--- src/rtl/clk_div_ctrl.sv ---
// Programmable integer clock divider with 50% duty for odd and even ratios.
// Ratio changes are accepted by handshake and applied only on a period boundary.
module clk_div_ctrl #(
    parameter int DIV_W   = 4,
    parameter int DIV_RST = 5
) (
    input  logic             clkin,
    input  logic             rst,
    input  logic             enable,
    input  logic             cfg_valid,
    input  logic [DIV_W-1:0] cfg_div,
    output logic             cfg_ready,
    output logic             cfg_err,
    output logic             clkout,
    output logic [DIV_W-1:0] cur_div,
    output logic             busy
);

    localparam logic [1:0] S_IDLE  = 2'd0;
    localparam logic [1:0] S_RUN   = 2'd1;
    localparam logic [1:0] S_DRAIN = 2'd2;
    localparam logic [1:0] S_LOAD  = 2'd3;

    logic [1:0]       state_q,    state_d;
    logic [DIV_W-1:0] cnt_q,      cnt_d;
    logic [DIV_W-1:0] cur_div_q,  cur_div_d;
    logic [DIV_W-1:0] pend_div_q, pend_div_d;
    logic             pend_q,     pend_d;
    logic             cfg_err_q,  cfg_err_d;
    logic             pos_q,      pos_d;
    logic             neg_q;

    logic xfer;
    logic cfg_legal;
    logic last;

    assign cfg_ready = (state_q == S_IDLE) || (state_q == S_RUN);
    assign busy      = (state_q == S_DRAIN) || (state_q == S_LOAD);
    assign xfer      = cfg_valid && cfg_ready;
    assign cfg_legal = cfg_div > DIV_W'(1);
    assign last      = cnt_q == (cur_div_q - DIV_W'(1));

    always_comb begin
        state_d    = state_q;
        cnt_d      = '0;
        cur_div_d  = cur_div_q;
        pend_div_d = pend_div_q;
        pend_d     = pend_q;
        cfg_err_d  = xfer && !cfg_legal;
        case (state_q)
            S_IDLE: begin
                if (xfer && cfg_legal) cur_div_d = cfg_div;
                if (enable) state_d = S_RUN;
            end
            S_RUN: begin
                cnt_d = last ? '0 : cnt_q + DIV_W'(1);
                if (xfer && cfg_legal) begin
                    pend_div_d = cfg_div;
                    pend_d     = 1'b1;
                    state_d    = S_DRAIN;
                end else if (!enable) begin
                    state_d = S_DRAIN;
                end
            end
            S_DRAIN: begin
                if (last) state_d = S_LOAD;
                else      cnt_d   = cnt_q + DIV_W'(1);
            end
            S_LOAD: begin
                if (pend_q) cur_div_d = pend_div_q;
                pend_d  = 1'b0;
                state_d = enable ? S_RUN : S_IDLE;
            end
            default: state_d = S_IDLE;
        endcase
        // pos tracks the next count so it is aligned with the registered cnt
        pos_d = ((state_d == S_RUN) || (state_d == S_DRAIN)) &&
                (cnt_d < (cur_div_d >> 1));
    end

    always_ff @(posedge clkin or posedge rst) begin
        if (rst) begin
            state_q    <= S_IDLE;
            cnt_q      <= '0;
            cur_div_q  <= DIV_W'(DIV_RST);
            pend_div_q <= '0;
            pend_q     <= 1'b0;
            cfg_err_q  <= 1'b0;
            pos_q      <= 1'b0;
        end else begin
            state_q    <= state_d;
            cnt_q      <= cnt_d;
            cur_div_q  <= cur_div_d;
            pend_div_q <= pend_div_d;
            pend_q     <= pend_d;
            cfg_err_q  <= cfg_err_d;
            pos_q      <= pos_d;
        end
    end

    // Half-cycle delayed copy of pos stretches the high time by 0.5 for odd ratios
    always_ff @(negedge clkin or posedge rst) begin
        if (rst) neg_q <= 1'b0;
        else     neg_q <= pos_q;
    end

    assign clkout  = cur_div_q[0] ? (pos_q | neg_q) : pos_q;
    assign cfg_err = cfg_err_q;
    assign cur_div = cur_div_q;

endmodule

--- config.mk ---
export PLATFORM = sky130hd
export DESIGN_NAME = clk_div_ctrl
export DESIGN_NICKNAME = d
export VERILOG_FILES = /design/src/rtl/clk_div_ctrl.sv
export SDC_FILE = /design/constraint.sdc
export NUM_CORES = 1
export LEC_CHECK = 0
export BUFFER_PORTS_ARGS = -buffer_cell sky130_fd_sc_hd__buf_4
export CORE_MARGIN = 4
export CORE_UTILIZATION = 55
export CTS_CLUSTER_DIAMETER = 200
export DETAILED_ROUTE_END_ITERATION = 10
export GPL_ROUTABILITY_DRIVEN = 1
export PLACE_DENSITY = 0.74
export RECOVER_POWER = 50
export SYNTH_ARGS = -nofsm -noshare
export SYNTH_HDL_FRONTEND = slang
export SYNTH_SLANG_ARGS = --single-unit
--- constraint.sdc ---
create_clock -name clkin -period 2.6 [get_ports clkin]
set_input_delay 0.13 -clock clkin [delete_from_list [all_inputs] [get_ports clkin]]
set_output_delay 0.13 -clock clkin [all_outputs]
set_load 0.1 [all_outputs]
==> run metrics, run 1 <==
Worst Hold Path EP=pend_div_q[0]; Setup Buffers After CTS=0; Worst Hold Slack=0.0776 ns; WP data required=2.47 ns; total track usage=0.189; TritonCTS buffer count=3; mean post-synth cell area=~11 sq um; Routed Antenna Nets=0; Setup TNS Final=0 ns; min-delay src=cfg_div[0]; drt first pass iters=4; largest net degree at the start of global routing=18; Final Max Slew Viols=0; Post-Syn Nets=115; Worst Hold Depth=2; FF-to-FF setup slack=roughly 0.16 ns; dpl cell area=0.00125 sq mm; count of state elements after synthesis=18; CTS Buffer Depth=2; unrepaired setup endpoints after global routing=false; unique cell type count in the Yosys netlist=38; Worst-Margin Slew=1.17 ns; antenna cells=0; DRT iter0 DRCs=18; reg2reg start=state_q[0]; htree depth=1; root buf cell=clkbuf_4; Mapped Cells=just under 100; Critical Path Start Type=register; drt drc=0; area of the die=0.00274 sq mm; Rel. slew slack=0.223; post-route insts no fill=between 100 and 150; Final Skew=0.00841 ns; Post-Route WL=2250 um; Cell Area, Synth=roughly 0.0011 sq mm; WL/cell=15.4 um; CP max-delay cell=dfrtn_1; initial antenna violation count=0; detailed placer's ending HPWL=1770 um; Fin. Hold Viols=0; Starting Density=0.599; row cnt=15; fraction of registers with async set/reset=1.00; critical path endpoint category=primary output; Yosys warnings=0; first-pass GRT wire length=roughly 3800 um; vias in the first global route=825; Clock transition at path regs=0.10 ns; area grow syn2layout=17.7%; I/O pin count=16; Vias/cell=between 5 and 6; reg2reg end=pos_q; outcome=finished, final reports clean; critical path cell sequence=a21o_2, buf_4; Most used DFF post-synth=dfrtp_1; R2R depth=10; crit-path max FO=1; Clk Latency, worst-skew pair=~0.3 ns; CORE AREA=~0.0018 sq mm; Post-synth EDFFs=0; design area=between 0.001 and 0.0015 sq mm; total gr overflow=0; CP max stage delay=0.39 ns; Die Ht=52.3 um; register area share after synthesis=0.419; vias post-DR=856; Critical Path AT=2.39 ns; CP Class=reg -> out; Num Clock Sinks=18; number of port buffers=15; final setup fails=0; final net count=between 100 and 150; min-delay worst type=in -> reg; Post-Place Cells=141; share of layout cells above drive strength 1=0.298; Final Wtd Congestion=0.815; Max-Cap Viols=0; CTS tree=done; DIE WIDTH=52.3 um
[synthesized netlist by cell type, drive strengths merged (2+ instances only)]
master,count,area share
xor2,3,0.024
a21oi,5,0.023
nor2b,2,0.012
nor2,9,0.031
nand2,2,0.0070
a31oi,2,0.012
a32oi,4,0.032
dfstp,2,0.049
or2,3,0.020
dfrtp,15,0.35
inv,10,0.035
mux2,4,0.042
ha,8,0.093
nand3,3,0.023
xnor2,4,0.032
o21ai,6,0.031
[per-layer routing]
| metal | GRT usage | vias to the layer above | part of all wire |
|---|---|---|---|
| met4 | 0.0766 | 0 | 0.017 |
| met3 | 0.0199 | 5 | 0.045 |
| met1 | 0.260 | 419 | 0.46 |
| li1 | - | 404 | - |
| met2 | 0.302 | 28 | 0.47 |
| met5 | 0 | - | 0 |
[worst max-delay path by stage]
stage	endpoint	cells past startpoint	from	slack [ns]
finish	clkout	2	neg_q	0.08
floorplan	pos_q	10	cur_div[0]	0.06
global placement	pos_q	10	cur_div[0]	0.25
detailed placement	pos_q	10	cur_div[0]	0.08
global route	pos_q	10	state_q[0]	0.0007
CTS	pos_q	10	cur_div[0]	0.04
[state kept, by name (all words and copies together) (netlist names)]
signal      cells
cur_div         4
cnt_q           4
state_q         2
pos_q           1
pend_q          1
pend_div_q      4
cfg_err         1
neg_q           1
[worst max-delay path: cells and delay by family, from the launching register on]
kind / cells / cell delay (ns)
DFF: 1 / 0.39
buffers and inverters: 1 / 0.28
AOI/OAI and AO/OA: 1 / 0.12
[metrics by stage]
stage	utilization	setup slack, ns
detailed placement	0.692	0.0762
finish	0.706	0.0801
CTS	0.712	0.0449
global route	0.706	0.000748
floorplan	-	0.0600
global placement	0.692	0.246
[logic make-up (layout without fill, tap and decap cells)]
logic type | count (synthesis) | after routing | synth area share
compound gates | 26 | 26 | 0.192
flops | 18 | 18 | 0.419
xor+xnor | 8 | 8 | 0.0776
fa+ha+maj | 8 | 8 | 0.0927
mux | 4 | 4 | 0.0417
buf+inv | 11 | 33 | 0.0394
simple gates | 24 | 24 | 0.137
[cell usage in the layout (no fill, tap or decap), drive strengths merged, types with 4 or more instances in the layout]
cell and count:
mux2 4, ha 8, o21ai 6, clkbuf 10
dfrtp 15, nor2 9, a21oi 5, buf 12
inv 10, a32oi 4, xnor2 4
[repair_timing]
| item | 4_1_cts | 5_1_grt |
|---|---|---|
| endpoints found under the hold margin | 15 | 0 |
| hold buffers | 1 | 0 |
| gates resized for setup | 0 | 2 |
| endpoints found under the setup margin | 0 | 1 |
[cell type report]
cell class	count	area [sq um]
clock buffer	4	26.3
fill	151	531
inverter	10	37.5
multi-input combinational	70	592
sequential	18	458
tap	25	31.3
timing repair buffer	19	126
Power of run 1 is left out: the tool's default activity adds up to more than one toggle a clock period on the data nets, which glitch-free logic cannot reach.
==> run 2: changes to the inputs <==
BUFFER_PORTS_ARGS = unset   (was -buffer_cell sky130_fd_sc_hd__buf_4)
CORE_UTILIZATION = 61   (was 55)
DONT_BUFFER_PORTS = 1   (was unset)
==> run 2 against run 1 <==
Clock-buffer cell count stayed put. Sequential share of layout area is 0.73 points lower. Clock skew decreased by 0.0030 ns. Register-to-register slack got worse by 0.02 ns. First-iteration DRC count shrank 5.6%. Worst hold slack lost 0.056 ns. Non-clock buffer count down 2. Critical path depth rose by 8. Via count decreased by 4.6%. Global-route usage is 1.8 points higher. Largest cell class unchanged.
==> run metrics, run 2 (synthesized netlist as in run 1, its figures left out) <==
outcome=finished, final reports clean; min cycle time layout=approximately 2.5 ns; final net count=136 (-1.4%); WL/cell=15.7 um (+2.1%); I/O pin count=16 (unchanged); post-route clock period utilization=0.947; Worst Setup SP=cur_div[0]; Num Clock Sinks=18 (unchanged); Final Max Slew Viols=0 (unchanged); Final Skew=0.00544 ns (-0.00297 ns); number of port buffers=0 (-15); Critical Path AT=2.65 ns (+0.26 ns); most frequent cells in the layout=dfrtp_1 (14), inv_1 (10), nor2_1 (9); unrepaired setup endpoints after global routing=false; root buf cell=clkbuf_4; Die Ht=50.1 um (-4.3%); vias in the first global route=868 (+5.2%); Rel. slew slack=0.201 (-0.0221); first-pass GRT wire length=3890 um (+1.6%); fill cell count=97 (-36%); CP Class=reg -> reg; commonest non-fill, non-tap cell in the layout=dfrtp_1; largest net degree at the start of global routing=19 (+1); Vias/cell=5.71 (-2.6%); min-delay src=cfg_div[1]; drt drc=0 (unchanged); CORE AREA=0.00159 sq mm (-12%); Routed Antenna Nets=0 (unchanged); utilization after layout=0.814 (+0.108); DIE WIDTH=50.1 um (-4.3%); WP data required=2.79 ns (+0.32 ns); Post-Route WL=2240 um (about the same); Fin. Hold Viols=0 (unchanged); area of the die=0.00251 sq mm (-8.4%); setup ws final=0.139 ns (+0.0589 ns); initial antenna violation count=0 (unchanged); drt first pass iters=4 (unchanged); share of layout cells above drive strength 1=0.261 (-0.0370); total gr overflow=0 (unchanged); antenna cells=0 (unchanged); detailed placer's ending HPWL=1640 um (-7.1%); TritonCTS buffer count=3 (unchanged); Max Clock Freq=between 0.4 and 0.5 GHz; reg2reg start=cur_div[0]; Clock transition at path regs=0.10 ns (about the same); Clk Latency, worst-skew pair=0.29 ns (about the same); CTS tree=done; min-delay worst type=in -> reg; Worst-Margin Slew=1.20 ns (+0.0281 ns); Starting Density=0.677 (+0.0781); critical path endpoint category=register; row cnt=14 (-1); htree depth=1 (unchanged); final setup fails=0 (unchanged); FF-to-FF setup slack=0.14 ns (-0.02 ns); Setup TNS Final=0 ns (unchanged); vias post-DR=817 (-4.6%); Final Wtd Congestion=0.756 (-7.1%); DRT iter0 DRCs=17 (-1); crit-path max FO=4 (+3); area grow syn2layout=20.2%; dpl ws=0.171 ns (+0.0951 ns); Max-Cap Viols=0 (unchanged); Critical Path Start Type=register; total track usage=0.206 (+0.0175); CTS Buffer Depth=2 (unchanged)
## run 2: cell types whose count changed in the layout (fill, tap and decap cells not counted)
cell and delta:
a21oi_1 -1, buf_6 +1, buf_4 -7, clkbuf_1 -2, clkbuf_4 -1, buf_12 +1
a21oi_2 +1, dlygate4sd3_1 +6
## run 2: worst paths after layout
path                                       to  depth (start not counted)
worst max-delay path                    pos_q                         10
worst min-delay path                  cfg_err                          2
worst max register to register          pos_q                         10
worst min register to register  pend_div_q[0]                          1
max in group asynchronous               neg_q                          3
min in group asynchronous       pend_div_q[3]                          3
## run 2: per-stage QoR
step,hold slack [ns],instances,cell area (sq um)
finish,0.0213,143,1300
global route,0.00908,143,1300
CTS,0.0148,142,1290
detailed placement,0.0521,131,1190
global placement,0.0474,131,1190
floorplan,0.0670,99,1080
## run 2: worst max-delay path: stages (launching register included)
cell and delay [ns]:
dfstp_4 0.63, inv_1 0.06, ha_1 0.30, xor2_1 0.19, nand3_2 0.13, o21ai_4 0.19, nor2_1 0.08, ha_1 0.29
o21ai_1 0.11, a31oi_1 0.06, nor4_2 0.31
## run 2: routing by layer
layer,GRT usage,routed length [um],vias up
met5,0,0,-
met4,0.0645,9,0
met3,0.0482,98,2
met2,0.324,1100,20
met1,0.279,1040,396
li1,-,-,399
## run 2: area by class of cell
cell class	instances	area [sq um]	area share
tap	24	30.0	0.0231
timing repair buffer	17	150	0.116
inverter	10	37.5	0.0289
multi-input combinational	70	596	0.459
sequential	18	458	0.353
clock buffer	4	26.3	0.0203
## run 2: repair_timing
action                                  in CTS  in global routing
hold buffers                                 7                  0
buffers inserted                             0                  1
endpoints found under the setup margin       0                  1
endpoints found under the hold margin       23                  0
gates resized for setup                      0                  4
Power of run 2 is left out for the same reason.
==> run 3: changes to the inputs <==
GPL_TIMING_DRIVEN = 0   (was unset)
==> run 3 against run 2 <==
Flip-flop and latch count did not move. Critical path depth fell by 9. Cell count fell by 1.4%. Worst setup slack lost 0.11 ns. Sequential share of layout area shrank 1.2 points. Die area is the same. Clock skew shrank 0.0037 ns. Non-clock buffer count down 2. Core utilization increased by 4.6 points. Critical endpoint is now clkout.
==> run metrics, run 3 (synthesized netlist as in run 1, its figures left out) <==
outcome=finished, final reports clean; Max Clock Freq=0.392 GHz (-3.5%); R2R depth=10 (unchanged); post-route clock period utilization=0.990 (+0.0437); CP max-delay cell=a21o_2; WP data required=2.47 ns (-0.32 ns); I/O pin count=16 (unchanged); vias post-DR=852 (+4.3%); CP bufs+invs=0 (-1); critical path cell sequence=a21o_2; Routed Antenna Nets=0 (unchanged); setup ws final=0.0253 ns (-0.114 ns); Die Ht=50.1 um (unchanged); final setup fails=0 (unchanged); share of layout cells above drive strength 1=0.376 (+0.116); DIE WIDTH=50.1 um (unchanged); total track usage=0.210 (+0.00408); dpl ws=-0.176 ns (-0.347 ns); row cnt=14 (unchanged); crit-path max FO=1 (-3); area grow syn2layout=26.9%; commonest non-fill, non-tap cell in the layout=dfrtp_1; min cycle time layout=2.57 ns (+0.114 ns); Clk Latency, worst-skew pair=0.30 ns (about the same); Fin. Hold Viols=0 (unchanged); antenna cells=0 (unchanged); TritonCTS buffer count=3 (unchanged); Final Wtd Congestion=0.716 (-5.3%); Worst Setup SP=neg_q; CP delay by family, top=compound AO/OA/AOI/OAI gates; Starting Density=0.677 (unchanged); min-delay src=cfg_div[1]; FF-to-FF setup slack=0.05 ns (-0.09 ns); Clock transition at path regs=0.10 ns (about the same); Num Clock Sinks=18 (unchanged); Critical Path AT=2.44 ns (-0.21 ns); first-pass GRT wire length=3900 um (+0.18%); min-delay worst type=in -> reg; CTS tree=done; Worst-Margin Slew=0.861 ns (-0.338 ns); initial antenna violation count=0 (unchanged); total gr overflow=0 (unchanged); vias in the first global route=868 (unchanged); CP Class=reg -> out; Final Max Slew Viols=0 (unchanged); reg2reg start=cur_div[0]; DRT iter0 DRCs=26 (+9); sequential cell area=467 sq um (+1.9%); Setup TNS Final=0 ns (unchanged); area of the die=0.00251 sq mm (unchanged); most frequent cells in the layout=dfrtp_1 (12), nor2_1 (8), inv_1 (7), dlygate4sd3_1 (7), buf_4 (7); utilization after layout=0.859 (+0.0455); Worst Hold Depth=2 (unchanged); Post-Route WL=2590 um (+16%); largest net degree at the start of global routing=19 (unchanged); drt first pass iters=4 (unchanged); Critical Path Start Type=register; drt drc=0 (unchanged); CTS Buffer Depth=2 (unchanged); reg2reg end=pos_q; root buf cell=clkbuf_4; Vias/cell=6.04 (+5.8%); CORE AREA=0.00159 sq mm (unchanged); Worst Hold Path EP=cfg_err; number of port buffers=0 (unchanged); fill cell count=82 (-15%); htree depth=1 (unchanged); detailed placer's ending HPWL=1530 um (-7.0%); unrepaired setup endpoints after global routing=true; CP max stage delay=0.45 ns (-0.18 ns); Rel. slew slack=0.426 (+0.226); footprint of the multi-input gates=669 sq um (+12%); final net count=134 (-1.5%); critical path endpoint category=primary output; WL/cell=18.4 um (+17%); Final Skew=0.00174 ns (-0.00370 ns); Max-Cap Viols=0 (unchanged)
[run 3: worst max-delay path by stage]
stage                         to  slack, ns  cells after the start
after CTS                 clkout       0.01                      1
final                     clkout       0.03                      1
after floorplan            pos_q       0.06                     10
after global placement     pos_q      -0.12                     10
after detailed placement   pos_q      -0.18                     10
after global routing       pos_q      -0.09                     10
[run 3: routing by layer]
layer  global-route usage  routed length, um  part of all wire
met2                0.330               1320              0.51
met3               0.0542                139             0.054
met1                0.262               1080              0.42
met5                    0                  0                 0
met4                0.111                 51             0.020
[run 3: worst register-to-register path, stage by stage (launching register included)]
cell and delay [ns]:
dfstp_4 0.84, inv_4 0.07, ha_4 0.28, xor2_2 0.15
nand3_2 0.11, o21ai_4 0.19, nor2_2 0.07, ha_1 0.28
o21ai_1 0.13, a31oi_1 0.07, nor4_2 0.27
[run 3: final cells by class]
cell class,instances,area share
multi-input combinational,70,0.489
buffer,1,0.00365
clock buffer,4,0.0265
timing repair buffer,14,0.0895
inverter,10,0.0292
sequential,18,0.341
tap,24,0.0219
[run 3: timing repair]
action | CTS | global route
pin swaps | 4 | 9
hold buffers | 7 | 0
resized for setup | 13 | 9
setup buffers | 1 | 6
gates cloned | 0 | 0
hold endpoints to repair | 21 | 0
setup endpoints to repair | 1 | 2
[run 3: per-stage QoR]
stage,area (sq um),hold slack (ns),instances
floorplan,1080,0.0670,99
detailed placement,1110,0.159,123
CTS,1280,0.00255,135
global route,1370,0.0315,141
finish,1370,0.0335,141
global placement,1110,0.138,123
Power of run 3 is left out for the same reason.
